[config.mk]
export PLATFORM = sky130hd
export DESIGN_NAME = io_seq_monitor
export DESIGN_NICKNAME = d
export VERILOG_FILES = /design/src/rtl/io_seq_monitor.sv
export SDC_FILE = /design/constraint.sdc
export NUM_CORES = 1
export LEC_CHECK = 0
export ABC_AREA = 1
export CAP_MARGIN = 20
export CORE_MARGIN = 4
export CORE_UTILIZATION = 40
export CTS_CLUSTER_DIAMETER = 200
export DETAILED_ROUTE_END_ITERATION = 16
export SYNTH_ARGS = -nofsm -noshare
export SYNTH_HDL_FRONTEND = slang
export SYNTH_SLANG_ARGS = --single-unit
export TNS_END_PERCENT = 30
[constraint.sdc]
create_clock -name wb_clk_i -period 3.1 [get_ports wb_clk_i]
set_clock_uncertainty 0.15 [all_clocks]
set_input_delay 0.31 -clock wb_clk_i [delete_from_list [all_inputs] [get_ports wb_clk_i]]
set_output_delay 0.31 -clock wb_clk_i [all_outputs]
set_load 0.005 [all_outputs]
[src/rtl/io_seq_monitor.sv]
// io_seq_monitor: watches an IO bus step through a programmed table of masked values,
// flagging pass on a full match or timeout on a stalled step. Define IO_SEQ_SYNC_EN to synchronise io_in.
module io_seq_monitor #(
  parameter int unsigned WIDTH = 8,
  parameter int unsigned DEPTH = 16,
  parameter int unsigned TMO_W = 16,
  localparam int unsigned AW = (DEPTH > 1) ? $clog2(DEPTH) : 1,
  localparam int unsigned LW = $clog2(DEPTH + 1)
) (
  input  logic             wb_clk_i,
  input  logic             wb_rst_i,
  input  logic [WIDTH-1:0] io_in,
  input  logic             cfg_we,
  input  logic [AW-1:0]    cfg_addr,
  input  logic [WIDTH-1:0] cfg_data,
  input  logic [LW-1:0]    cfg_len,
  input  logic [WIDTH-1:0] cfg_mask,
  input  logic [TMO_W-1:0] tmo_limit,
  input  logic             start,
  output logic             busy,
  output logic             pass,
  output logic             timeout,
  output logic [LW-1:0]    idx
);

  localparam logic [1:0] S_IDLE = 2'd0;
  localparam logic [1:0] S_WAIT = 2'd1;
  localparam logic [1:0] S_PASS = 2'd2;
  localparam logic [1:0] S_TMO  = 2'd3;

  logic [1:0]       r_state;
  logic [LW-1:0]    r_idx;
  logic [TMO_W-1:0] r_cnt;
  logic [WIDTH-1:0] r_table [DEPTH];

  logic [1:0]       w_state_nxt;
  logic [LW-1:0]    w_idx_nxt;
  logic [TMO_W-1:0] w_cnt_nxt;
  logic [TMO_W-1:0] w_cnt_inc;
  logic [LW-1:0]    w_len;
  logic [WIDTH-1:0] w_io_s;
  logic [WIDTH-1:0] w_entry;
  logic [AW-1:0]    w_rd_addr;
  logic             w_match;
  logic             w_tbl_wr;

`ifdef IO_SEQ_SYNC_EN
  logic [WIDTH-1:0] r_sync1;
  logic [WIDTH-1:0] r_sync2;

  always_ff @(posedge wb_clk_i) begin
    if (wb_rst_i) begin
      r_sync1 <= '0;
      r_sync2 <= '0;
    end else begin
      r_sync1 <= io_in;
      r_sync2 <= r_sync1;
    end
  end

  assign w_io_s = r_sync2;
`else
  assign w_io_s = io_in;
`endif

  // Lengths beyond the table size are clipped to the table size.
  assign w_len = (cfg_len > LW'(DEPTH)) ? LW'(DEPTH) : cfg_len;

  // Table is not reset so a reset mid-run can be followed by a replay without reloading.
  assign w_tbl_wr = cfg_we && (r_state != S_WAIT) && (int'(cfg_addr) < int'(DEPTH));

  always_ff @(posedge wb_clk_i) begin
    if (w_tbl_wr) begin
      r_table[cfg_addr] <= cfg_data;
    end
  end

  // idx is always below the table size while in WAIT, so truncation is safe there.
  assign w_rd_addr = r_idx[AW-1:0];
  assign w_entry   = r_table[w_rd_addr];
  assign w_match   = ((w_io_s ^ w_entry) & cfg_mask) == '0;
  assign w_cnt_inc = (r_cnt == '1) ? r_cnt : r_cnt + TMO_W'(1);

  always_comb begin
    w_state_nxt = r_state;
    w_idx_nxt   = r_idx;
    w_cnt_nxt   = r_cnt;
    case (r_state)
      S_WAIT: begin
        // A match takes priority over the limit being reached in the same cycle.
        if (w_match) begin
          w_idx_nxt = r_idx + LW'(1);
          w_cnt_nxt = '0;
          if (w_idx_nxt == w_len) begin
            w_state_nxt = S_PASS;
          end
        end else begin
          w_cnt_nxt = w_cnt_inc;
          if ((tmo_limit != '0) && (w_cnt_inc == tmo_limit)) begin
            w_state_nxt = S_TMO;
          end
        end
      end
      default: begin
        if (start) begin
          w_idx_nxt   = '0;
          w_cnt_nxt   = '0;
          w_state_nxt = (w_len == '0) ? S_PASS : S_WAIT;
        end
      end
    endcase
  end

  always_ff @(posedge wb_clk_i) begin
    if (wb_rst_i) begin
      r_state <= S_IDLE;
      r_idx   <= '0;
      r_cnt   <= '0;
    end else begin
      r_state <= w_state_nxt;
      r_idx   <= w_idx_nxt;
      r_cnt   <= w_cnt_nxt;
    end
  end

  assign busy    = (r_state == S_WAIT);
  assign pass    = (r_state == S_PASS);
  assign timeout = (r_state == S_TMO);
  assign idx     = r_idx;

endmodule

==> impl_metrics.yaml, run 1 <==
critical_path:
  critPathLaunchType: "flop"
  r2r_cells: 16
  worstPathCellList: "ha_1 -> inv_1 -> nor2_4 -> nand2_2 -> nor2_4 -> inv_2 -> nand2_2 -> nand2_1 -> a21oi_1 -> nand2_1 -> nor2_1 -> nand2_1 -> nand3_1 -> nand3_2 -> nor2_1 -> nor2_1"
  crit_path_end_kind: "flop"
  r2r_setup_slack_ps: 410
  r2r_start: "r_cnt[1]$_SDFFE_PP0N_"
  critPathBufInv: 2
  worstPathRequired_ps: 3270
  cp_slowest_stage_delay_ps: 390
  slowest_stage: "dfxtp_1"
  cp.arrival_ps: 2860
  crit_family: "simple AND/OR/NAND/NOR gates"
  cp_max_fo: 23
  path_class: "reg -> reg"
  worstReg2RegEnd: "r_state[0]$_SDFFE_PP0P_"
placed_design:
  dp.cells: 1142
  place_ws_ps: 463.4
  gp_congestion: 0.8479
  port_buffers: 60
  dp_hpwl_um: 12910
sta:
  period_minus_slack_ps: 2689
  whs_ps: 352.8
  maxSlewViolCount: 0
  relSlewSlack: 0.5156
  report.final.hold_viol_count: 0
  worst_pin_slew_ps: 724.0
  fin_ws_ps: 411.5
  finalSetupViolations: 0
  rsz0062_at_grt: "false"
  fmax_ghz: 0.3719
  fin_crit_sh: 0.8673
  tns_ps: 0
finish:
  fin_cells: 1174
  utilization: 0.4960
  syn_to_final_growth_pct: 20.44
  fin_nets: 987
  diodes: 0
  drive_above_1_share: 0.08254
detailed_routing:
  wirelength_um: 19190
  drtIter0Drc: 476
  dr.pass1.iters: 5
  avgViaCountPerCell: 5.039
  vias: 5916
  drc: 0
  wl_per_cell_um: 16.35
  ant_nets: 0
synth:
  syn-mean-instance-area_um2: 8.811
  yosys-top-cells-count: "294 x nand2_1, 128 x edfxtp_1, 120 x nand3_1, 85 x inv_1, 72 x nor2_1"
  synthMuxAreaShare: 0
  ys_async_sr_fraction: 0
  synth_fa_ha_area_frac: 0.003337
  synth_top_area_cell: "edfxtp_1"
  synthSimpleGateAreaFrac: 0.2873
  synth.area.top_cells: "edfxtp_1 51%, nand2_1 15%, nand3_1 8.0%"
  yosysSeqAreaShare: 0.5847
  synth_cell_types: 34
  yosysMostFrequentCell: "nand2_1"
  synth_compound_area_frac: 0.03321
  ys_ff_latch: 155
  synthesis.nets: 906
  synthXorXnorAreaFrac: 0.02102
  synthCells: 851
  synth_edf_count: 128
  synth_top_family_by_area: "simple AND/OR/NAND/NOR gates"
  synth_top_area_frac: 0.5126
  yosysWarnings: 0
  synth_ff_type: "edfxtp_1"
  netlist_area_mm2: 0.007498
run:
  drv_cap: 0
clock_network:
  cts_buffers: 17
  cts_buffer_depth: 2
  htreeDepth: 4
  ctsResizeCount: 0
  clk-insertion-delay-late_ps: 420
  cts_hold_buf: 0
  cts_sinks: 155
  tritoncts: "done"
  path_clk_slew_ps: 60
  cts_setup_buffers: 0
  cts_root_buf: "clkbuf_16"
global_routing:
  grt_pass1_wl_um: 30150
  grt_max_degree: 70
  grt_pass1_vias: 5570
  overflow: 0
  track_usage: 0.1817
  antenna_found_initial: 0
floorplan:
  pin_count: 61
  start_util: 0.4118
  die_w_um: 144.9
  die-area_mm2: 0.02100
  core_area_mm2: 0.01821
  die_y_um: 144.9
  num_rows: 49
pwr:
  p_int_mw: 3.503
  cellPowerDensity_mw_per_mm2: 517.1
  p_switching_mw: 1.167
  ir_drop_v: 0.0003969
  switching_share: 0.2500
  leakagePower_nw: 3.675
  seq_power_share: 0.493
  power_frac_comb: 0.088
  clock_power_share: 0.419
hold_path:
  worstHoldStart: "idx[4]$_SDFFE_PP0P_"
  hold_path_end: "idx[4]$_SDFFE_PP0P_"
  hold_path.class: "reg -> reg"
  hold_path_depth: 2
outcome:
  outcome: "completed"
-- worst reg2reg max path, delay by kind of cell (launching register included) --
kind | cells | cell delay [ps]
fa+ha+maj | 1 | 270
buf+inv | 2 | 290
simple gates | 12 | 1240
flops | 1 | 390
compound gates | 1 | 240
-- cell usage in the layout, fill, tap and decap left out, types with 3 or more instances in the layout --
cell type and n:
inv_8 3, xnor2_1 4, buf_12 3, nand3_1 120, inv_2 3, xor2_1 14, o211ai_1 4, a21oi_1 23
inv_6 5, o21ai_0 13, buf_4 29, clkdlybuf4s50_1 60, clkbuf_16 17, nand2_1 294, nand4_1 6, edfxtp_1 128
inv_1 85, nor2_1 72, nor3_1 3, dfxtp_1 26, nand2_2 4
-- metrics by stage --
step | power [mW] | cell area [um^2]
after floorplan | 2.560 | 7498
after global routing | 4.846 | 9031
final | 4.670 | 9031
after CTS | 4.713 | 9031
after detailed placement | 2.763 | 8473
after global placement | 2.761 | 8473
-- worst max-delay path by stage --
stage / startpoint / to / slack (ps) / cells after the start
floorplan: r_cnt[0]$_SDFFE_PP0N_ / r_state[0]$_SDFFE_PP0P_ / 890 / 16
global placement: flop / flop / 520 / 16
detailed placement: r_cnt[1]$_SDFFE_PP0N_ / r_state[1]$_SDFFE_PP0P_ / 460 / 17
CTS: flop / idx[2]$_SDFFE_PP0P_ / 430 / 15
global route: r_cnt[1]$_SDFFE_PP0N_ / r_state[0]$_SDFFE_PP0P_ / 190 / 19
finish: r_cnt[1]$_SDFFE_PP0N_ / r_state[0]$_SDFFE_PP0P_ / 410 / 16
-- power by group through the flow --
stage                     clock network, mW  registers [mW]  logic [mW]
after floorplan                           0            2.35       0.214
after global placement                    0            2.35       0.413
after detailed placement                  0            2.35       0.415
after CTS                              1.99            2.30       0.416
after global routing                   2.08            2.31       0.457
final                                  1.95            2.30       0.412
-- layout make-up --
class | count | area (um^2)
timing repair buffer | 92 | 878.3
multi-input combinational | 577 | 2586
clock inverter | 15 | 132.6
clock buffer | 17 | 425.4
fill | 1685 | 9178
inverter | 89 | 336.6
sequential | 155 | 4385
tap | 229 | 286.5
-- registers in the layout, summed over array words and instances (netlist names), named ones only --
name,flops
r_cnt,16
r_table,128
r_state,2
idx,5
-- per-layer routing --
metal,GRT usage,wire [um],up-vias
li1,-,-,2952
met1,0.2539,9129,2815
met2,0.2883,8936,121
met3,0.02838,672,28
met4,0.06793,455,0
met5,0,0,-
-- kinds of logic (layout without fill, tap and decap cells) --
| family | count (synthesis) | after routing |
|---|---|---|
| and+or+nand+nor | 511 | 511 |
| buffers and inverters | 119 | 213 |
| adders and majority gates | 2 | 2 |
| xor gates and xnor gates | 18 | 18 |
| DFF | 155 | 155 |
| AOI/OAI and AO/OA | 46 | 46 |
(Power assumes the default switching activity.)
==> run 2: changes to the inputs <==
- CORE_UTILIZATION: 40 -> 50
- PLACE_DENSITY: default -> 0.7
==> run 2 against run 1 <==
Final cell count fell by 3.8%. Critical path depth is the same. Highest routed layer unchanged. Non-clock buffer count stayed put. Utilization up 12 points. Sequential share of layout area is 0.54 points higher. Sequential cell count stayed put. Power decreased by 1.6%.
==> impl_metrics.yaml, run 2 (synthesis gave the netlist of run 1 again) <==
outcome:
  outcome: "completed"
placed_design:
  gp_congestion: 0.8614
  placed_cell_area_mm2: 0.008392
  port_buffers: 60
  dp_hpwl_um: 12550
  dp.cells: 1097
detailed_routing:
  vias: 5963
  ant_nets: 0
  avgViaCountPerCell: 5.282
  dr.pass1.iters: 5
  wl_per_cell_um: 16.16
  drtIter0Drc: 504
  drc: 0
  wirelength_um: 18250
global_routing:
  grt_max_degree: 56
  grt_pass1_vias: 5488
  grt_pass1_wl_um: 28630
  antenna_found_initial: 0
  track_usage: 0.2230
  overflow: 0
clock_network:
  cts_sinks: 155
  clk-insertion-delay-late_ps: 440
  htreeDepth: 4
  path_clk_slew_ps: 60
  cts_buffers: 17
  cts_setup_buffers: 0
  ctsResizeCount: 0
  cts_buffer_depth: 2
  cts_root_buf: "clkbuf_16"
  cts_hold_buf: 0
  tritoncts: "done"
pwr:
  power_frac_comb: 0.087
  p_int_mw: 3.474
  ir_drop_v: 0.0004000
  seq_power_share: 0.502
  cellPowerDensity_mw_per_mm2: 514.2
  switching_share: 0.2437
  clock_power_share: 0.411
  p_switching_mw: 1.120
  leakagePower_nw: 3.643
  power_mw: 4.593
critical_path:
  crit_path_end_kind: "flop"
  cp_max_fo: 55
  critPathLaunchType: "flop"
  r2r_cells: 16
  cp.arrival_ps: 2810
  worstPathRequired_ps: 3250
  path_class: "reg -> reg"
  r2r_setup_slack_ps: 440
finish:
  syn_to_final_growth_pct: 19.12
  largest_register_ffs: 128
  drive_above_1_share: 0.08254
  top_register: "r_table"
  fin_cells: 1129
  final_common_cell: "nand2_1"
  fin_nets: 987
  final_cell_mix: "294 x nand2_1, 128 x edfxtp_1, 120 x nand3_1, 85 x inv_1, 72 x nor2_1"
  diodes: 0
  final_area_mm2: 0.008932
sta:
  fin_crit_sh: 0.8574
  whs_ps: 361.9
  report.final.hold_viol_count: 0
  period_minus_slack_ps: 2658
  rsz0062_at_grt: "false"
  relSlewSlack: 0.4844
  worst_pin_slew_ps: 771.0
  maxSlewViolCount: 0
  tns_ps: 0
  finalSetupViolations: 0
  fmax_ghz: 0.3762
floorplan:
  start_util: 0.5140
  die-area_mm2: 0.01702
  die_w_um: 130.5
  num_rows: 44
  core_area_mm2: 0.01459
  pin_count: 61
  die_y_um: 130.5
hold_path:
  hold_path.class: "reg -> reg"
run:
  drv_cap: 0
## run 2: changes by cell type in the layout (fill, tap and decap cells not counted)
cell        change
buf_12          -2
buf_4           +2
clkinv_4        +1
clkinv_8        -1
clkinvlp_4      +4
inv_6           -2
inv_8           -2
## run 2: worst min-delay path by stage
stage                            from                 endpoint  depth (start not counted)
6_report       r_cnt[14]$_SDFFE_PP0N_   r_cnt[14]$_SDFFE_PP0N_                          2
4_1_cts        r_cnt[14]$_SDFFE_PP0N_   r_cnt[14]$_SDFFE_PP0N_                          2
2_1_floorplan             cfg_data[0]  r_table[0][0]$_DFFE_PP_                          0
3_3_place_gp      idx[4]$_SDFFE_PP0P_      idx[4]$_SDFFE_PP0P_                          2
3_5_place_dp      idx[4]$_SDFFE_PP0P_      idx[4]$_SDFFE_PP0P_                          2
5_1_grt         r_cnt[1]$_SDFFE_PP0N_    r_cnt[1]$_SDFFE_PP0N_                          2
## run 2: power by group through the flow
stage	sequential, mW	combinational (mW)	clock (mW)
6_report	2.30	0.400	1.89
5_1_grt	2.31	0.442	2.01
4_1_cts	2.30	0.400	1.92
3_5_place_dp	2.35	0.399	0
3_3_place_gp	2.35	0.398	0
2_1_floorplan	2.35	0.214	0
## run 2: area by class of cell
class / instances / area, um^2
clock buffers: 17 / 425.4
fillers: 1222 / 5657
repair buffers: 92 / 853.3
multi-input cells: 577 / 2586
flip-flops and latches: 155 / 4385
well taps: 184 / 230.2
clock inverters: 15 / 115.1
inverters: 89 / 336.6
## run 2: per-layer routing
layer | up-vias | wire length, um | global-route usage
met5 | - | 0 | 0
met4 | 0 | 252 | 0.07260
met3 | 23 | 1080 | 0.05244
met2 | 200 | 8641 | 0.3398
met1 | 2790 | 8272 | 0.3183
li1 | 2950 | - | -
## run 2: worst max-delay path: stages (launching register included)
cell     delay [ps]
dfxtp_2         340
buf_4           480
nand2_1         100
nand2_1         110
nand2_1          60
nand3_1          90
nand3_1         150
nand2_1         100
nand2_1          50
nand3_1          90
nand2_1          60
nor2_1          190
nand2_2         120
nand2_4         120
nand2_1         120
nand2_1          90
a21oi_1          70
## run 2: per-stage QoR
stage	worst slack, ps	util
5_1_grt	118.1	0.6123
2_1_floorplan	893.0	-
3_3_place_gp	477.9	0.5752
4_1_cts	447.6	0.6123
6_report	442.1	0.6123
3_5_place_dp	465.9	0.5752
